===== src/rtl/max_peak_search.sv =====
// max_peak_search: tracks the global peak (value, channel, bin) of the
// per-cycle maximum produced by max_parallel over a window of win_len bins,
// then reports it together with a threshold-detect flag.
// Optional: define MAX_PEAK_SECOND_EN to add second_val, the largest value
// seen in the window from a bin other than the peak bin.
module max_peak_search #(
  parameter int WIDTH = 8,
  parameter int N_CH  = 10,
  parameter int BIN_W = 16,
  localparam int CH_W = (N_CH > 1) ? $clog2(N_CH) : 1
) (
  input  logic             clk,
  input  logic             rst,
  input  logic             start,
  input  logic [BIN_W-1:0] win_len,
  input  logic [WIDTH-1:0] threshold,
  input  logic             max_valid,
  input  logic [WIDTH-1:0] max_data,
  input  logic [CH_W-1:0]  max_ch,
  output logic             busy,
  output logic             done,
  output logic [WIDTH-1:0] peak_val,
  output logic [CH_W-1:0]  peak_ch,
  output logic [BIN_W-1:0] peak_bin,
  output logic             detect
`ifdef MAX_PEAK_SECOND_EN
  ,
  output logic [WIDTH-1:0] second_val
`endif
);

  typedef enum logic [1:0] {IDLE, SEARCH, FINISH} state_t;

  state_t             state_q, state_d;
  logic [BIN_W-1:0]   win_len_q, win_len_d;
  logic [WIDTH-1:0]   thr_q, thr_d;
  logic [BIN_W-1:0]   cnt_q, cnt_d;
  logic [WIDTH-1:0]   w_val_q, w_val_d;
  logic [CH_W-1:0]    w_ch_q, w_ch_d;
  logic [BIN_W-1:0]   w_bin_q, w_bin_d;
  logic [WIDTH-1:0]   peak_val_q, peak_val_d;
  logic [CH_W-1:0]    peak_ch_q, peak_ch_d;
  logic [BIN_W-1:0]   peak_bin_q, peak_bin_d;
  logic               detect_q, detect_d;
  logic               done_q, done_d;
  logic [BIN_W-1:0]   last_bin;
`ifdef MAX_PEAK_SECOND_EN
  logic [WIDTH-1:0]   w_sec_q, w_sec_d;
  logic [WIDTH-1:0]   sec_val_q, sec_val_d;
`endif

  assign last_bin = win_len_q - 1'b1;

  // State and working/result registers
  always_ff @(posedge clk or posedge rst) begin
    if (rst) begin
      state_q    <= IDLE;
      win_len_q  <= '0;
      thr_q      <= '0;
      cnt_q      <= '0;
      w_val_q    <= '0;
      w_ch_q     <= '0;
      w_bin_q    <= '0;
      peak_val_q <= '0;
      peak_ch_q  <= '0;
      peak_bin_q <= '0;
      detect_q   <= 1'b0;
      done_q     <= 1'b0;
`ifdef MAX_PEAK_SECOND_EN
      w_sec_q    <= '0;
      sec_val_q  <= '0;
`endif
    end else begin
      state_q    <= state_d;
      win_len_q  <= win_len_d;
      thr_q      <= thr_d;
      cnt_q      <= cnt_d;
      w_val_q    <= w_val_d;
      w_ch_q     <= w_ch_d;
      w_bin_q    <= w_bin_d;
      peak_val_q <= peak_val_d;
      peak_ch_q  <= peak_ch_d;
      peak_bin_q <= peak_bin_d;
      detect_q   <= detect_d;
      done_q     <= done_d;
`ifdef MAX_PEAK_SECOND_EN
      w_sec_q    <= w_sec_d;
      sec_val_q  <= sec_val_d;
`endif
    end
  end

  // Next-state: window start, per-bin peak tracking, result publication
  always_comb begin
    state_d    = state_q;
    win_len_d  = win_len_q;
    thr_d      = thr_q;
    cnt_d      = cnt_q;
    w_val_d    = w_val_q;
    w_ch_d     = w_ch_q;
    w_bin_d    = w_bin_q;
    peak_val_d = peak_val_q;
    peak_ch_d  = peak_ch_q;
    peak_bin_d = peak_bin_q;
    detect_d   = detect_q;
    done_d     = 1'b0;
`ifdef MAX_PEAK_SECOND_EN
    w_sec_d    = w_sec_q;
    sec_val_d  = sec_val_q;
`endif
    case (state_q)
      IDLE: begin
        if (start) begin
          win_len_d = win_len;
          thr_d     = threshold;
          cnt_d     = '0;
          w_val_d   = '0;
          w_ch_d    = '0;
          w_bin_d   = '0;
`ifdef MAX_PEAK_SECOND_EN
          w_sec_d   = '0;
`endif
          state_d   = (win_len == '0) ? FINISH : SEARCH;
        end
      end
      SEARCH: begin
        if (max_valid) begin
          cnt_d = cnt_q + 1'b1;
          // Bin 0 always loads so a window of all-zero data still reports its channel
          if (cnt_q == '0 || max_data > w_val_q) begin
            w_val_d = max_data;
            w_ch_d  = max_ch;
            w_bin_d = cnt_q;
`ifdef MAX_PEAK_SECOND_EN
            w_sec_d = w_val_q;
`endif
          end
`ifdef MAX_PEAK_SECOND_EN
          else if (max_data > w_sec_q) begin
            w_sec_d = max_data;
          end
`endif
          if (cnt_q == last_bin) state_d = FINISH;
        end
      end
      FINISH: begin
        peak_val_d = w_val_q;
        peak_ch_d  = w_ch_q;
        peak_bin_d = w_bin_q;
        detect_d   = (w_val_q >= thr_q);
        done_d     = 1'b1;
`ifdef MAX_PEAK_SECOND_EN
        sec_val_d  = w_sec_q;
`endif
        state_d    = IDLE;
      end
      default: state_d = IDLE;
    endcase
  end

  assign busy     = (state_q == SEARCH);
  assign done     = done_q;
  assign peak_val = peak_val_q;
  assign peak_ch  = peak_ch_q;
  assign peak_bin = peak_bin_q;
  assign detect   = detect_q;
`ifdef MAX_PEAK_SECOND_EN
  assign second_val = sec_val_q;
`endif

endmodule


===== config.mk =====
export PLATFORM = sky130hd
export DESIGN_NAME = max_peak_search
export DESIGN_NICKNAME = d
export VERILOG_FILES = /design/src/rtl/max_peak_search.sv
export SDC_FILE = /design/constraint.sdc
export NUM_CORES = 1
export LEC_CHECK = 0
export CORE_ASPECT_RATIO = 1.25
export CORE_MARGIN = 5
export CORE_UTILIZATION = 59
export DETAILED_ROUTE_END_ITERATION = 8
export PLACE_DENSITY = 0.94
export SLEW_MARGIN = 20
export SYNTH_ARGS = -nofsm -noshare
export SYNTH_HDL_FRONTEND = slang
export SYNTH_SLANG_ARGS = --single-unit

===== constraint.sdc =====
create_clock -name clk -period 7.7 [get_ports clk]
set_input_delay 1.54 -clock clk [delete_from_list [all_inputs] [get_ports clk]]
set_output_delay 1.54 -clock clk [all_outputs]
set_load 0.05 [all_outputs]

# Word level (Yosys, flattened, before mapping)

Index checks and enable logic that the tools add are counted.

Output and inout bits: 31
Register bits: 100
Input bits: 40
Logic and storage cells: 52

Equal/unequal tests: 7
Muxes and demuxes: 20
Reductions and logical operators: 9
$add $sub $neg: 2
Order comparisons: 2

Operator list:

| operator                                                               | number |
|---|---|
| 16-bit 2-to-1 mux                                                      | 4 |
| 16-bit case mux with 2 select lines                                    | 2 |
| 16-bit logical NOT                                                     | 2 |
| 8-bit 2-to-1 mux                                                       | 3 |
| 16-bit by 1-bit adder with 16-bit output (second input constant)       | 1 |
| 16-bit equality test                                                   | 1 |
| 8-bit case mux with 2 select lines                                     | 1 |
| 16-bit by 1-bit subtractor with 16-bit output (second input constant)  | 1 |
| 4-bit 2-to-1 mux                                                       | 3 |
| 8-bit >= comparator                                                    | 1 |
| 8-bit > comparator                                                     | 1 |
| 2-bit 2-to-1 mux                                                       | 4 |
| 4-bit case mux with 2 select lines                                     | 1 |
| 3-bit AND reduction                                                    | 2 |
| 2-bit by 1-bit != test with 1-bit output (second input constant)       | 2 |
| 2-bit != test (second input constant)                                  | 2 |
| 2-bit case mux with 2 select lines                                     | 1 |
| 4-bit AND reduction                                                    | 1 |
| 2-bit by 1-bit equality test with 1-bit output (second input constant) | 1 |
| 2-bit equality test (second input constant)                            | 1 |
| 2-bit logical NOT                                                      | 1 |
| 2-bit AND reduction                                                    | 1 |
| 2-bit nonzero test                                                     | 1 |
| 1-bit logical OR                                                       | 1 |
| 1-bit 2-to-1 mux                                                       | 1 |

# Logic depth before layout (Yosys ltp)

Gate-level depths: netlist of the first run.

Word-level depth: 5
Depth in mapped cells: 11

# Worst setup path before layout of the first run

Ideal clock, no wire load.

Path kind: input to register
From: in max_data[1]
To: reg w_bin_q[0]
Cell stages on the path: 9
Required time: 7.634 ns
Path slack: 4.303 ns
Path buffers: 1
Arrival time: 3.331 ns
Cell sequence: ha_1 -> nor2b_1 -> o21a_1 -> o21a_1 -> o21bai_1 -> a21oi_1 -> o31ai_4 -> clkbuf_1 -> a22o_1

Longest elaborated chain between the ends: 4

RTL lines:

| item                                               | line | source |
|---|---|---|
| start: declaration                                 | 18   | `input logic [WIDTH-1:0] max_data,` |
| 8-bit > comparator                                 | 130  | `if (cnt_q == '0 \|\| max_data > w_val_q) begin` |
| 1-bit logical OR                                   | 130  |  |
| 2-bit by 1-bit != test with 1-bit output (no line) | --   |  |
| 4-bit AND reduction (no line)                      | --   |  |
| end signal: assignment                             | 80   | `w_bin_q <= w_bin_d;` |
| end: declaration                                   | 40   | `logic [BIN_W-1:0] w_bin_q, w_bin_d;` |

Every way passes these cells.
A chain may end at the register's enable or synchronous reset.

# Worst setup path in the final report of the first run

From: in max_data[1]
To: reg w_val_q[1]

Longest elaborated chain between the ends: 4

RTL lines:

| item                                               | line | source |
|---|---|---|
| 8-bit > comparator                                 | 130  |  |
| 1-bit logical OR                                   | 130  |  |
| 2-bit by 1-bit != test with 1-bit output (no line) | --   |  |
| 4-bit AND reduction (no line)                      | --   |  |
| end signal: assignment                             | 78   | `w_val_q <= w_val_d;` |
| end: declaration                                   | 38   | `logic [WIDTH-1:0] w_val_q, w_val_d;` |

Several ways; a longest one is shown, not always the timed one. The select of a mux whose other input is x is not followed.

==> results of run 1 <==
## per-layer routing
| metal | part of all wire (%) | up-vias | wire length, µm | global-route usage [%] |
|---|---|---|---|---|
| met5 | 0 | - | 0 | 0 |
| met2 | 53 | 114 | 5500 | 37.3 |
| li1 | - | 1648 | - | - |
| met3 | 5.7 | 12 | 589 | 4.53 |
| met1 | 40 | 1740 | 4170 | 25.8 |
| met4 | 1.3 | 0 | 133 | 6.16 |
## synth_stat cells (all sizes together), types with 3 or more instances
cell type | number | area share (%)
a21o | 4 | 0.62
xor2 | 20 | 3.6
xnor2 | 15 | 2.7
a211oi | 3 | 0.46
nor2 | 29 | 2.3
o21a | 4 | 0.62
clkbuf | 17 | 1.3
a22o | 28 | 5.0
nand4 | 6 | 0.77
nor2b | 4 | 0.51
nand2 | 22 | 1.7
buf | 8 | 0.82
dfrtp | 100 | 51
nor3 | 4 | 0.41
mux2 | 42 | 9.7
inv | 25 | 1.9
ha | 19 | 4.9
a21oi | 9 | 0.92
o21ai | 17 | 1.7
nand3 | 8 | 0.82
nor4 | 12 | 1.7
and4 | 4 | 0.72
## path summary, 6_finish.rpt
check / depth (start not counted) / end / slack [ns]
min in group asynchronous: 2 / peak_ch[1] / 1.55
setup / recovery: 9 / w_val_q[1] / 3.91
hold / removal: 1 / peak_bin[10] / 0.51
hold reg to reg: 1 / peak_bin[10] / 0.51
setup reg to reg: 9 / state_q[1] / 5.01
max in group asynchronous: 3 / state_q[1] / 5.03
## worst max-delay path, stage by stage
cell and delay, ns:
clkdlybuf4s50_1 0.44, ha_1 0.30, nor2b_1 0.13, o21a_1 0.11, o21a_1 0.10, o21bai_1 0.06
a21oi_1 0.30, o21a_1 0.85, a22o_1 0.25
## report_power, final
part / switching [mW] / internal [mW] / total, mW
Combinational: 0.515 / 0.406 / 0.921
Sequential: 0.152 / 0.681 / 0.833
Clock: 0.190 / 0.124 / 0.314
Total: 0.857 / 1.21 / 2.07
## per-stage QoR
| stage | utilization, % | total power, mW | setup slack, ns | hold slack, ns | cell area, µm² |
|---|---|---|---|---|---|
| finish | 71.6 | 2.07 | 3.91 | 0.511 | 5830 |
| global placement | 69.2 | 1.70 | 3.48 | 0.483 | 5640 |
| detailed placement | 69.2 | 1.76 | 3.39 | 0.485 | 5640 |
| CTS | 71.4 | 2.07 | 3.78 | 0.514 | 5820 |
| floorplan | - | 1.49 | 3.54 | 0.467 | 4880 |
| global route | 71.6 | 2.21 | 3.71 | 0.528 | 5830 |
## layout make-up
cell class | count | area (µm²)
inverters | 25 | 96.3
clock buffers | 10 | 128
multi-input cells | 280 | 2190
fillers | 548 | 2320
clock inverters | 6 | 56.3
repair buffers | 74 | 734
well taps | 97 | 121
flip-flops and latches | 100 | 2500
## sequential cells by signal, summed over array words and instances, names as in the netlist, 2 cells and up
signal	flops
w_bin_q	16
w_val_q	8
win_len_q	16
peak_ch	4
thr_q	8
peak_val	8
peak_bin	16
state_q	2
w_ch_q	4
cnt_q	16
## kinds of logic (layout without fill, tap and decap cells)
kind of cell / after synthesis / after routing / share of synthesized area [%]
AO/OA/AOI/OAI: 77 / 77 / 11.8
XOR/XNOR: 35 / 35 / 6.28
adder cells (fa/ha/maj): 19 / 19 / 4.87
buffers and inverters: 50 / 115 / 4.05
flip-flops: 100 / 100 / 51.3
multiplexers: 43 / 43 / 9.89
AND/OR/NAND/NOR: 106 / 106 / 11.9
## layout by cell type, fill, tap and decap left out, types with 6 or more instances in the layout
cell type	Yosys	routed
xor2_1	20	20
inv_1	25	24
ha_1	19	19
nor4_1	11	11
dfrtp_1	100	100
clkdlybuf4s50_1	0	70
mux2_2	42	42
nor2_1	28	27
o21ai_0	16	16
nand2_1	21	21
clkbuf_8	0	9
nand3_1	8	8
nand4_1	6	6
xnor2_1	15	15
a21oi_1	9	9
a22o_1	28	28
==> impl_metrics.ini, run 1 <==
[timing]
finalHoldViolations = 0
clock_skew_ns = 0.0111
tightest_slew_ns = 0.992
period_minus_slack_ns = 3.79
grt_setup_unrepaired = false
slew_headroom_pct = 33.9
finalSetupViolations = 0
timing.fmax_mhz = 264
maxSlewViolCount = 0
fin_crit_sh_pct = 49.3
setup-tns-final_ns = 0

[placement]
dp_cells = 575
portBuffers = 70
place.gp.congestion = 0.819
hpwlAfterDp_mm = 7.67

[power_and_ir_drop]
p_leak_nw = 2.60
power_density_mw_per_mm2 = 355
ir_drop_mv = 0.226

[synth]
synth.avg_cell_area_um2 = 11.4
async_reset_ff_share_pct = 100
synth_edf_count = 0
synth_fp_nets = 489
synth_area_mm2 = 0.00488
synth_ff_type = dfrtp_1
ys_seq_area_share_pct = 51.3
synthCells = 430
ys_types = 52
yosys_warnings = 0
ys_ff_latch = 100

[clock_tree]
cts_hold_buf = 0
tritoncts.num_buffers = 9
clkLatencyLatePin_ns = 0.37
htree_levels = 3
root_buffer = clkbuf_8
numClockSinks = 100
path_clk_slew_ns = 0.09
cts_resized = 0
cts_tree = built
postCtsSetupBuffers = 0
clock_path_buffers = 2

[run_status]
status = finished, final reports clean

[worst_setup_path]
crit_path_end_kind = flop
worstPathArrival_ns = 4.09
startpoint = max_data[1]
worstPathRequired_ns = 8.00
r2r_start = win_len_q[0]
worstSetupPathType = in -> reg
cp_max_fo = 28
cp-start-kind = input port

[worst_hold_path]
worst_hold_path_type = reg -> reg
hp-start = peak_bin[10]

[finish]
syn_to_final_growth_pct = 19.4
antenna_cells = 0
nNetsFinal = 549
drive_gt1_share_pct = 14.9
fin_cells = 592

[grt]
grt_pass1_wl_mm = 17.7
grt_max_degree = 61
grt_pass1_vias = 3705
antenna_found_initial = 0
grt-ovfl-total = 0
track_usage_pct = 21.1

[route]
drt_first_pass_iters = 4
remaining_drc_errors = 0
antenna_left = 0
finalWirelength_mm = 10.4
post_drt_wl_per_cell_um = 17.6
dr.first_iter.drc_count = 200
viasPerCell = 5.94
vias = 3514

[floorplan]
die_area_mm2 = 0.0102
rows = 37
die_h_um = 112
die_width_um = 91.4
ios = 71
core_area_mm2 = 0.00815
initial_utilization_pct = 59.9

[run]
maxCapViolCount = 0
(Power assumes the default switching activity.)
==> run 2: changes to the inputs <==
--- a/config.mk
+++ b/config.mk
@@ -7,9 +7,9 @@
 export LEC_CHECK = 0
 export CORE_ASPECT_RATIO = 1.25
 export CORE_MARGIN = 5
-export CORE_UTILIZATION = 59
+export CORE_UTILIZATION = 54
 export DETAILED_ROUTE_END_ITERATION = 8
-export PLACE_DENSITY = 0.94
+export PLACE_DENSITY = 0.87
 export SLEW_MARGIN = 20
 export SYNTH_ARGS = -nofsm -noshare
 export SYNTH_HDL_FRONTEND = slang
==> constraint.sdc (replaced) <==
create_clock -name clk -period 3.9 [get_ports clk]
set_input_delay 0.78 -clock clk [delete_from_list [all_inputs] [get_ports clk]]
set_output_delay 0.78 -clock clk [all_outputs]
set_load 0.05 [all_outputs]
==> run 2 against run 1 <==
Worst hold slack worse by 0.0014 ns; utilization is 4.4 points lower; largest power group unchanged; sequential power is 98% higher; wire length is 2.4% higher; combinational power is 98% higher; final area is 0.71% higher; count of clock-buffer cells in the layout is 2 higher; final cell count is 4.1% higher; setup slack worse by 2.9 ns; critical path type unchanged; critical path depth is 1 higher; clock skew is 0.00075 ns higher.
==> impl_metrics.ini, run 2 (same netlist as run 1, synthesis figures left out) <==
[finish]
multi_input_area_mm2 = 0.00219
nNetsFinal = 550
antenna_cells = 0
drive_gt1_share_pct = 14.9
final.fill_count = 659
syn_to_final_growth_pct = 20.3
final_core_util_pct = 67.1
mostFrequentLayoutCell = dfrtp_1
fin_cells = 616
seqCellArea_mm2 = 0.00250
final_cell_mix = 100 x dfrtp_1, 70 x clkdlybuf4s50_1, 42 x mux2_2

[route]
antenna_left = 0
vias = 3486
finalWirelength_mm = 10.6
dr.first_iter.drc_count = 149
viasPerCell = 5.66
remaining_drc_errors = 0
post_drt_wl_per_cell_um = 17.3
drt_first_pass_iters = 4

[clock_tree]
postCtsSetupBuffers = 0
cts_tree = built
clkLatencyLatePin_ns = 0.38
cts_hold_buf = 0
path_clk_slew_ns = 0.09
root_buffer = clkbuf_8
tritoncts.num_buffers = 9
clock_path_buffers = 2
cts_resized = 0
numClockSinks = 100
htree_levels = 3

[power_and_ir_drop]
p_clk_share_pct = 15.1
p_leak_nw = 2.61
ir_drop_mv = 0.346
switching_share_pct = 41.1
p_total_mw = 4.08
p_int_mw = 2.40
power_density_mw_per_mm2 = 694
combPwrFrac_pct = 44.6
p_seq_share_pct = 40.4
switchingPower_mw = 1.67

[timing]
finalHoldViolations = 0
setup-tns-final_ns = 0
fin_crit_sh_pct = 73.9
clock_skew_ns = 0.0119
maxSlewViolCount = 0
finalSetupViolations = 0
period_minus_slack_ns = 2.88
timing.fmax_mhz = 347
grt_setup_unrepaired = false
slew_headroom_pct = 45.9
tightest_slew_ns = 0.811

[worst_setup_path]
ff2ff_setup_slack_ns = 1.17
path_common_cell = o21a_1
path_buf_inv = 2
worstPathRequired_ns = 4.21
cpPeakStageDelay_ns = 0.45
timing.rr.end = state_q[0]
crit_path_end_kind = flop
cp-start-kind = input port
crit_path_cell_trace = clkdlybuf4s50_1, ha_1, nor2b_1, o21a_1, o21a_1, o21bai_1, a21oi_1, o31ai_4, buf_4, a22o_1
worstPathArrival_ns = 3.19
crit_slowest_cell = clkdlybuf4s50_1
r2r_start = win_len_q[0]
rr_worst_depth = 9
cp_top_family = compound AO/OA/AOI/OAI gates
worstSetupPathType = in -> reg
cp_max_fo = 24

[grt]
grt_pass1_wl_mm = 17.8
track_usage_pct = 20.7
grt_pass1_vias = 3641
grt-ovfl-total = 0
grt_max_degree = 67
antenna_found_initial = 0

[worst_hold_path]
min_path_cells = 1
worst_hold_path_type = reg -> reg
hp-start = w_bin_q[3]
min_to = w_bin_q[3]

[floorplan]
die_h_um = 116
die_width_um = 95.0
rows = 38
initial_utilization_pct = 55.8
core_area_mm2 = 0.00875
die_area_mm2 = 0.0111
ios = 71

[placement]
dp_cells = 600
hpwlAfterDp_mm = 7.80
place.gp.congestion = 0.802
portBuffers = 70

[run_status]
status = finished, final reports clean

[run]
maxCapViolCount = 0
==> run 2: changes by cell type in the layout (fill, tap and decap cells not counted), sizes merged <==
cell	change
clkbuf	+2
buf	+1
inv	-2
clkinvlp	-1
clkinv	+1
==> run 2: power groups by stage <==
stage / sequential [mW] / combinational, mW / clock, mW
floorplan: 1.84 / 1.11 / 0
global placement: 1.64 / 1.73 / 0
detailed placement: 1.67 / 1.82 / 0
CTS: 1.65 / 1.83 / 0.622
global route: 1.70 / 2.00 / 0.663
finish: 1.65 / 1.82 / 0.614
==> run 2: metal layers <==
layer / share of wire, % / track usage, % / wire (µm)
met5: 0 / 0 / 0
met4: 2.0 / 8.18 / 211
met3: 3.9 / 2.90 / 414
met2: 52 / 36.7 / 5590
met1: 42 / 25.4 / 4430
==> run 2: final cells by class <==
type	count	share of cell area [%]
Clock buffer	12	2.47
Clock inverter	4	0.597
Inverter	25	1.64
Multi-Input combinational cell	280	37.3
Sequential cell	100	42.6
Tap cell	120	2.56
Timing Repair Buffer	75	12.8
==> run 2: worst max-delay path by stage <==
stage | endpoint | slack, ns | depth (start not counted) | startpoint
final | w_bin_q[8] | 1.02 | 10 | max_data[1]
after global routing | w_bin_q[8] | 0.92 | 10 | max_data[1]
after detailed placement | w_bin_q[12] | 0.68 | 10 | max_data[1]
after CTS | w_bin_q[8] | 1.04 | 10 | max_data[1]
after global placement | w_val_q[4] | 0.80 | 10 | max_data[1]
after floorplan | cnt_q[0] | 0.50 | 1 | rst
==> run 2: worst register-to-register path, cell delays in order, from the launching register on <==
cell,delay (ns)
dfrtp_1,0.45
inv_1,0.11
ha_1,0.23
nor3b_2,0.44
nand2_1,0.22
nor3b_2,0.23
a211oi_1,0.08
a2111oi_2,0.34
nor4bb_2,0.41
o21ai_1,0.11
==> run 2: per-stage QoR <==
| stage | setup WS [ns] | instance area, µm² | hold WS, ns |
|---|---|---|---|
| after detailed placement | 0.677 | 5690 | 0.487 |
| after CTS | 1.04 | 5870 | 0.511 |
| final | 1.02 | 5870 | 0.509 |
| after global placement | 0.799 | 5690 | 0.482 |
| after global routing | 0.918 | 5870 | 0.531 |
| after floorplan | 0.501 | 4880 | 0.467 |
